## config.mk

```make
export PLATFORM = sky130hd
export DESIGN_NAME = regfile_sb_flat
export DESIGN_NICKNAME = d
export VERILOG_FILES = /design/src/rtl/regfile_sb_if.sv /design/src/rtl/regfile_sb.sv /design/src/flat_wrapper.sv
export SDC_FILE = /design/constraint.sdc
export NUM_CORES = 2
export LEC_CHECK = 0
export ABC_CLOCK_PERIOD_IN_PS = 5160
export CAP_MARGIN = 15
export CORE_MARGIN = 2
export CORE_UTILIZATION = 33
export CTS_BUF_LIST = sky130_fd_sc_hd__clkbuf_8
export CTS_CLUSTER_DIAMETER = 80
export CTS_CLUSTER_SIZE = 10
export DETAILED_ROUTE_END_ITERATION = 16
export GPL_TIMING_DRIVEN = 0
export MAX_ROUTING_LAYER = met4
export PLACE_DENSITY = 0.56
export RECOVER_POWER = 50
export SYNTH_ARGS = -nofsm -noshare
export SYNTH_HDL_FRONTEND = slang
export SYNTH_SLANG_ARGS = --single-unit
```

## constraint.sdc

```tcl
create_clock -name Clk -period 5.16 [get_ports Clk]
set_input_delay 1.548 -clock Clk [delete_from_list [all_inputs] [get_ports Clk]]
set_output_delay 1.548 -clock Clk [all_outputs]
set_load 0.005 [all_outputs]
```

## src/rtl/regfile_sb_if.sv

```systemverilog
// Register-file access bus: write port, two read ports and the scoreboard reserve/busy signals.
// Latency: none of its own; it only carries signals between issue logic and regfile_sb.
// Backpressure: ReserveAck refuses a reservation on a register that is already pending; reads and writes are never stalled.
interface regfile_sb_if #(
  parameter int WIDTH      = 32,
  parameter int ADDR_WIDTH = 5
);
  logic                  RegWrite;
  logic [ADDR_WIDTH-1:0] WriteRegister;
  logic [WIDTH-1:0]      WriteData;
  logic [ADDR_WIDTH-1:0] ReadRegister1;
  logic [ADDR_WIDTH-1:0] ReadRegister2;
  logic [WIDTH-1:0]      ReadData1;
  logic [WIDTH-1:0]      ReadData2;
  logic                  Reserve;
  logic [ADDR_WIDTH-1:0] ReserveRegister;
  logic                  ReserveAck;
  logic                  Busy1;
  logic                  Busy2;

  // Issue-logic side
  modport master (
    output RegWrite, WriteRegister, WriteData,
    output ReadRegister1, ReadRegister2,
    output Reserve, ReserveRegister,
    input  ReadData1, ReadData2, ReserveAck, Busy1, Busy2
  );

  // Register-file side
  modport slave (
    input  RegWrite, WriteRegister, WriteData,
    input  ReadRegister1, ReadRegister2,
    input  Reserve, ReserveRegister,
    output ReadData1, ReadData2, ReserveAck, Busy1, Busy2
  );
endinterface

```

## src/rtl/regfile_sb.sv

```systemverilog
// Register file (r0 hard-wired to zero) with two async read ports, one sync write port and a pending-write scoreboard.
// Latency: writes and scoreboard updates visible one edge later; with REGFILE_BYPASS_EN a write is forwarded to reads in the same cycle.
// Backpressure: reserving an already-pending register (or r0) is refused via ReserveAck=0; issue logic retries.
module regfile_sb #(
  parameter int WIDTH      = 32,
  parameter int ADDR_WIDTH = 5
) (
  input logic         Clk,
  input logic         ResetN,
  regfile_sb_if.slave bus
);
  localparam int NREGS = 2 ** ADDR_WIDTH;

  // r0 has no storage; only 1..NREGS-1 are real flops
  logic [WIDTH-1:0] regs [1:NREGS-1];
  logic [NREGS-1:1] pending;

  // Zero-extended views so address 0 can be indexed without a special case at each read site
  logic [WIDTH-1:0] reg_view [0:NREGS-1];
  logic [NREGS-1:0] pend_view;

  logic write_hit;
  logic reserve_ok;

  // Build 0..NREGS-1 views with r0 tied to zero and never pending
  always_comb begin
    reg_view[0]  = '0;
    pend_view[0] = 1'b0;
    for (int i = 1; i < NREGS; i++) begin
      reg_view[i]  = regs[i];
      pend_view[i] = pending[i];
    end
  end

  assign write_hit  = bus.RegWrite && (bus.WriteRegister != '0);
  // Evaluated against the pre-edge pending bit, so a same-edge write cannot unblock it
  assign reserve_ok = bus.Reserve && (bus.ReserveRegister != '0) && !pend_view[bus.ReserveRegister];
  assign bus.ReserveAck = reserve_ok;

  // Storage and scoreboard update; a fresh reservation outranks the clear from a write
  always_ff @(posedge Clk) begin
    if (!ResetN) begin
      for (int i = 1; i < NREGS; i++) begin
        regs[i] <= '0;
      end
      pending <= '0;
    end else begin
      for (int i = 1; i < NREGS; i++) begin
        if (write_hit && (bus.WriteRegister == ADDR_WIDTH'(i))) begin
          regs[i] <= bus.WriteData;
        end
        if (reserve_ok && (bus.ReserveRegister == ADDR_WIDTH'(i))) begin
          pending[i] <= 1'b1;
        end else if (write_hit && (bus.WriteRegister == ADDR_WIDTH'(i))) begin
          pending[i] <= 1'b0;
        end
      end
    end
  end

`ifdef REGFILE_BYPASS_EN
  logic fwd1;
  logic fwd2;

  assign fwd1 = write_hit && (bus.ReadRegister1 == bus.WriteRegister);
  assign fwd2 = write_hit && (bus.ReadRegister2 == bus.WriteRegister);

  // Read ports with write-through forwarding; a forwarded register is reported not busy
  always_comb begin
    bus.ReadData1 = fwd1 ? bus.WriteData : reg_view[bus.ReadRegister1];
    bus.ReadData2 = fwd2 ? bus.WriteData : reg_view[bus.ReadRegister2];
    bus.Busy1     = fwd1 ? 1'b0 : pend_view[bus.ReadRegister1];
    bus.Busy2     = fwd2 ? 1'b0 : pend_view[bus.ReadRegister2];
  end
`else
  // Read ports reflect stored state only, one edge behind the write
  always_comb begin
    bus.ReadData1 = reg_view[bus.ReadRegister1];
    bus.ReadData2 = reg_view[bus.ReadRegister2];
    bus.Busy1     = pend_view[bus.ReadRegister1];
    bus.Busy2     = pend_view[bus.ReadRegister2];
  end
`endif
endmodule

```

## src/flat_wrapper.sv

```systemverilog
// flat-port wrapper written by rule: the top's interface ports become plain ports
module regfile_sb_flat 
#(
  parameter int WIDTH      = 32,
  parameter int ADDR_WIDTH = 5
)
  (Clk, ResetN, bus_RegWrite, bus_WriteRegister, bus_WriteData, bus_ReadRegister1, bus_ReadRegister2, bus_Reserve, bus_ReserveRegister, bus_ReadData1, bus_ReadData2, bus_ReserveAck, bus_Busy1, bus_Busy2);
  regfile_sb_if #(.WIDTH(WIDTH), .ADDR_WIDTH(ADDR_WIDTH)) bus_i ();
  input logic Clk;
  input logic ResetN;
  input wire logic [$bits(bus_i.RegWrite)-1:0] bus_RegWrite;
  input wire logic [$bits(bus_i.WriteRegister)-1:0] bus_WriteRegister;
  input wire logic [$bits(bus_i.WriteData)-1:0] bus_WriteData;
  input wire logic [$bits(bus_i.ReadRegister1)-1:0] bus_ReadRegister1;
  input wire logic [$bits(bus_i.ReadRegister2)-1:0] bus_ReadRegister2;
  input wire logic [$bits(bus_i.Reserve)-1:0] bus_Reserve;
  input wire logic [$bits(bus_i.ReserveRegister)-1:0] bus_ReserveRegister;
  output wire logic [$bits(bus_i.ReadData1)-1:0] bus_ReadData1;
  output wire logic [$bits(bus_i.ReadData2)-1:0] bus_ReadData2;
  output wire logic [$bits(bus_i.ReserveAck)-1:0] bus_ReserveAck;
  output wire logic [$bits(bus_i.Busy1)-1:0] bus_Busy1;
  output wire logic [$bits(bus_i.Busy2)-1:0] bus_Busy2;
  assign bus_i.RegWrite = bus_RegWrite;
  assign bus_i.WriteRegister = bus_WriteRegister;
  assign bus_i.WriteData = bus_WriteData;
  assign bus_i.ReadRegister1 = bus_ReadRegister1;
  assign bus_i.ReadRegister2 = bus_ReadRegister2;
  assign bus_i.Reserve = bus_Reserve;
  assign bus_i.ReserveRegister = bus_ReserveRegister;
  assign bus_ReadData1 = bus_i.ReadData1;
  assign bus_ReadData2 = bus_i.ReadData2;
  assign bus_ReserveAck = bus_i.ReserveAck;
  assign bus_Busy1 = bus_i.Busy1;
  assign bus_Busy2 = bus_i.Busy2;
  regfile_sb #(.WIDTH(WIDTH), .ADDR_WIDTH(ADDR_WIDTH)) u_core (.Clk(Clk), .ResetN(ResetN), .bus(bus_i));
endmodule
```

==> metrics.yaml <==
hold-worst-slack_ps: 500
io_pins: 123
synth.most_common_cell: "and2_1"
dieWidth_um: 412
slew_headroom: -0.979
violations: "DRC, capacitance limit, slew limit, setup timing"
rsz0062_at_grt: "true"
report.final.slew_viol_count: 375
clk_latency_ps: 910
startpoint_type: "input pin"
cp.arrival_ps: 3680
r2r-end: "u_core.pending[6]"
skew_ps: 63.1
finalHoldViolCount: 0
drc: 12
grt-ovfl-total: 0
place_area_um2: 60400
area_growth_pct: 20.2
fin_nets: 4068
yosysWarnings: 0
min_period_ps: 5230
maxCapViolCount: 28
min_path_type: "register to register"
cellPowerDensity_nw_per_um2: 275
rrSetupSlack_ps: 3580
synthCells: 3554
async_flop_share: 0
holdCritStartpoint: "u_core.pending[9]"
antenna_left: 0
worstPathMaxFanout: 7
synth_area_per_cell_um2: 15.4
finalSetupViolCount: 28
crit-reg2reg-launch: "u_core.pending[7]"
clockBufferDepth: 3
cts-root-buf: "clkbuf_8"
synth_top_area_share: 0.543
grt_usage: 0.261
antenna_found_initial: 18
wl_met3_um: 21500
path_clk_slew_ps: 90
via_count: 36422
synth_nets: 3610
syn_area_um2: 54800
wire_per_inst_um: 34.8
start_util: 0.332
outcome: "finished, violations left"
dp_hpwl_um: 157000
ys_ff_latch: 1023
synth_area_leaders: "edfxtp_1 54%, mux4_2 22%, and2_1 11%"
tightest_slew_ps: 2940
core_um2: 165000
end_kind: "primary output"
crit_type: "input pin to primary output"
power.leakage_nw: 22.3
cts_num_sinks: 1023
worst_slack_ps: -69.1
core.rowCount: 149
die_h_um: 412
gp_congestion: 0.936
min_to: "u_core.pending[9]"
io_buffers: 113
die_area_um2: 169000
grt_pass1_wl_um: 294000
h-tree-depth: 3
cts_made_buffers: 112
dr.pass1.iters: 12
drt-initial-drc-count: 5020
reg2reg_depth: 4
synthTopCellsByCount: "993 x and2_1, 992 x edfxtp_1, 530 x mux4_2, 280 x clkbuf_1, 132 x mux2_2"
synthDistinctLibCells: 36
drive_gt1_frac: 0.323
cts_tree: "done"
wl_met2_um: 102000
stdcell_area_um2: 65900
grt_pass1_vias: 36207
worstPathRequired_ps: 3610
highest_layer: "met4"
hold_path_depth: 2
routed_via_density: 5.83
fmax_mhz: 191
ys_seq_area_frac: 0.555
totalWireLength_um: 217000
synth-edff-count: 992
finalCritPeriodShare: 1.01
ys.flop_type: "edfxtp_1"
grt_max_degree: 20
ir_drop_v: 0.000204
wl_met1_um: 83200
yosysTopAreaCell: "edfxtp_1"
==> layer usage <==
layer | GRT usage | vias up
met5 | - | -
met2 | 0.410 | 2163
met1 | 0.332 | 19189
li1 | - | 14584
met4 | 0.106 | 0
met3 | 0.0520 | 486
==> kinds of logic (layout without fill, tap and decap cells) <==
group / after synthesis / after routing / synth area share
flip-flops: 1023 / 1023 / 0.555
AO/OA/AOI/OAI: 243 / 243 / 0.0308
other: 0 / 14 / 0
multiplexers: 734 / 734 / 0.258
buffers and inverters: 412 / 899 / 0.0310
AND/OR/NAND/NOR: 1142 / 1142 / 0.125
==> final cells by class <==
type | count | area, µm²
well taps | 2189 | 2740
clock buffers | 115 | 1580
flip-flops and latches | 1023 | 30400
clock inverters | 28 | 135
plain buffers | 369 | 3210
fillers | 15106 | 99100
diodes | 14 | 35.0
multi-input cells | 2119 | 23400
repair buffers | 353 | 4290
inverters | 34 | 128
==> stage by stage <==
step | TNS, ps | setup slack, ps | util | power [mW] | instances
CTS | -2710 | -156 | 0.403 | 18.2 | 6222
global route | -2050 | -128 | 0.399 | 18.6 | 6239
global placement | -4197140 | -4510 | 0.356 | 12.7 | 5856
floorplan | 0 | 197 | - | 11.4 | 3554
detailed placement | -152140 | -2640 | 0.366 | 12.8 | 5920
finish | -898 | -69.1 | 0.399 | 18.2 | 6244
==> worst max-delay path: stages <==
cell and delay (ps):
buf_16 150, buf_16 170, buf_6 150, buf_8 130, mux4_2 550, mux4_2 510, mux2_4 320, buf_6 130
==> how the worst max path moves through the flow <==
stage / startpoint / to / cells after the start
2_1_floorplan: bus_WriteRegister[1] / u_core.regs[1][0] / 2
5_1_grt: bus_ReadRegister2[0] / bus_ReadData2[10] / 9
3_5_place_dp: bus_ReadRegister1[1] / bus_ReadData1[19] / 8
4_1_cts: bus_ReadRegister1[0] / bus_ReadData1[6] / 11
3_3_place_gp: bus_RegWrite / u_core.regs[1][340] / 4
6_report: bus_ReadRegister2[0] / bus_ReadData2[17] / 8
==> flip-flops by register name, indices dropped and copies added (netlist names) <==
signal,count
u_core.regs,992
u_core.pending,31
==> repair_timing <==
action / CTS / global route
gates cloned: 18 / 1
hold buffers: 0 / 0
buffers inserted: 145 / 25
pin swaps: 33 / 21
endpoints found under the setup margin: 67 / 59
resized for setup: 1002 / 74
==> power by group <==
| group | internal, mW | switching [mW] | total [mW] | leakage [nW] |
|---|---|---|---|---|
| Clock | 2.00 | 3.07 | 5.08 | 0.967 |
| Sequential | 9.55 | 0.217 | 9.77 | 9.71 |
| Combinational | 1.59 | 1.72 | 3.31 | 11.6 |
| Total | 13.1 | 5.01 | 18.2 | 22.3 |
==> layout by cell type, fill, tap and decap left out, drive strengths merged, types with 2 or more instances in the layout <==
cell type	synthesis	routed
o21ai	77	77
a22o	32	32
a221o	34	34
inv	34	58
or3	3	3
nand2	62	62
a22oi	33	33
nor2	43	43
mux2i	72	72
clkinv	0	3
and2	993	993
mux2	132	132
clkdlybuf4s50	0	36
dfxtp	31	31
clkdlybuf4s15	0	7
nand2b	6	6
nor2b	12	12
dlygate4sd3	0	5
diode	0	14
nand3b	3	3
edfxtp	992	992
nor3	4	4
a221oi	3	3
mux4	530	530
nand4	2	2
o22ai	58	58
dlygate4sd2	0	4
clkbuf	280	434
buf	98	351
nand3	11	11
No activity file was read; power rests on OpenSTA's default activity.
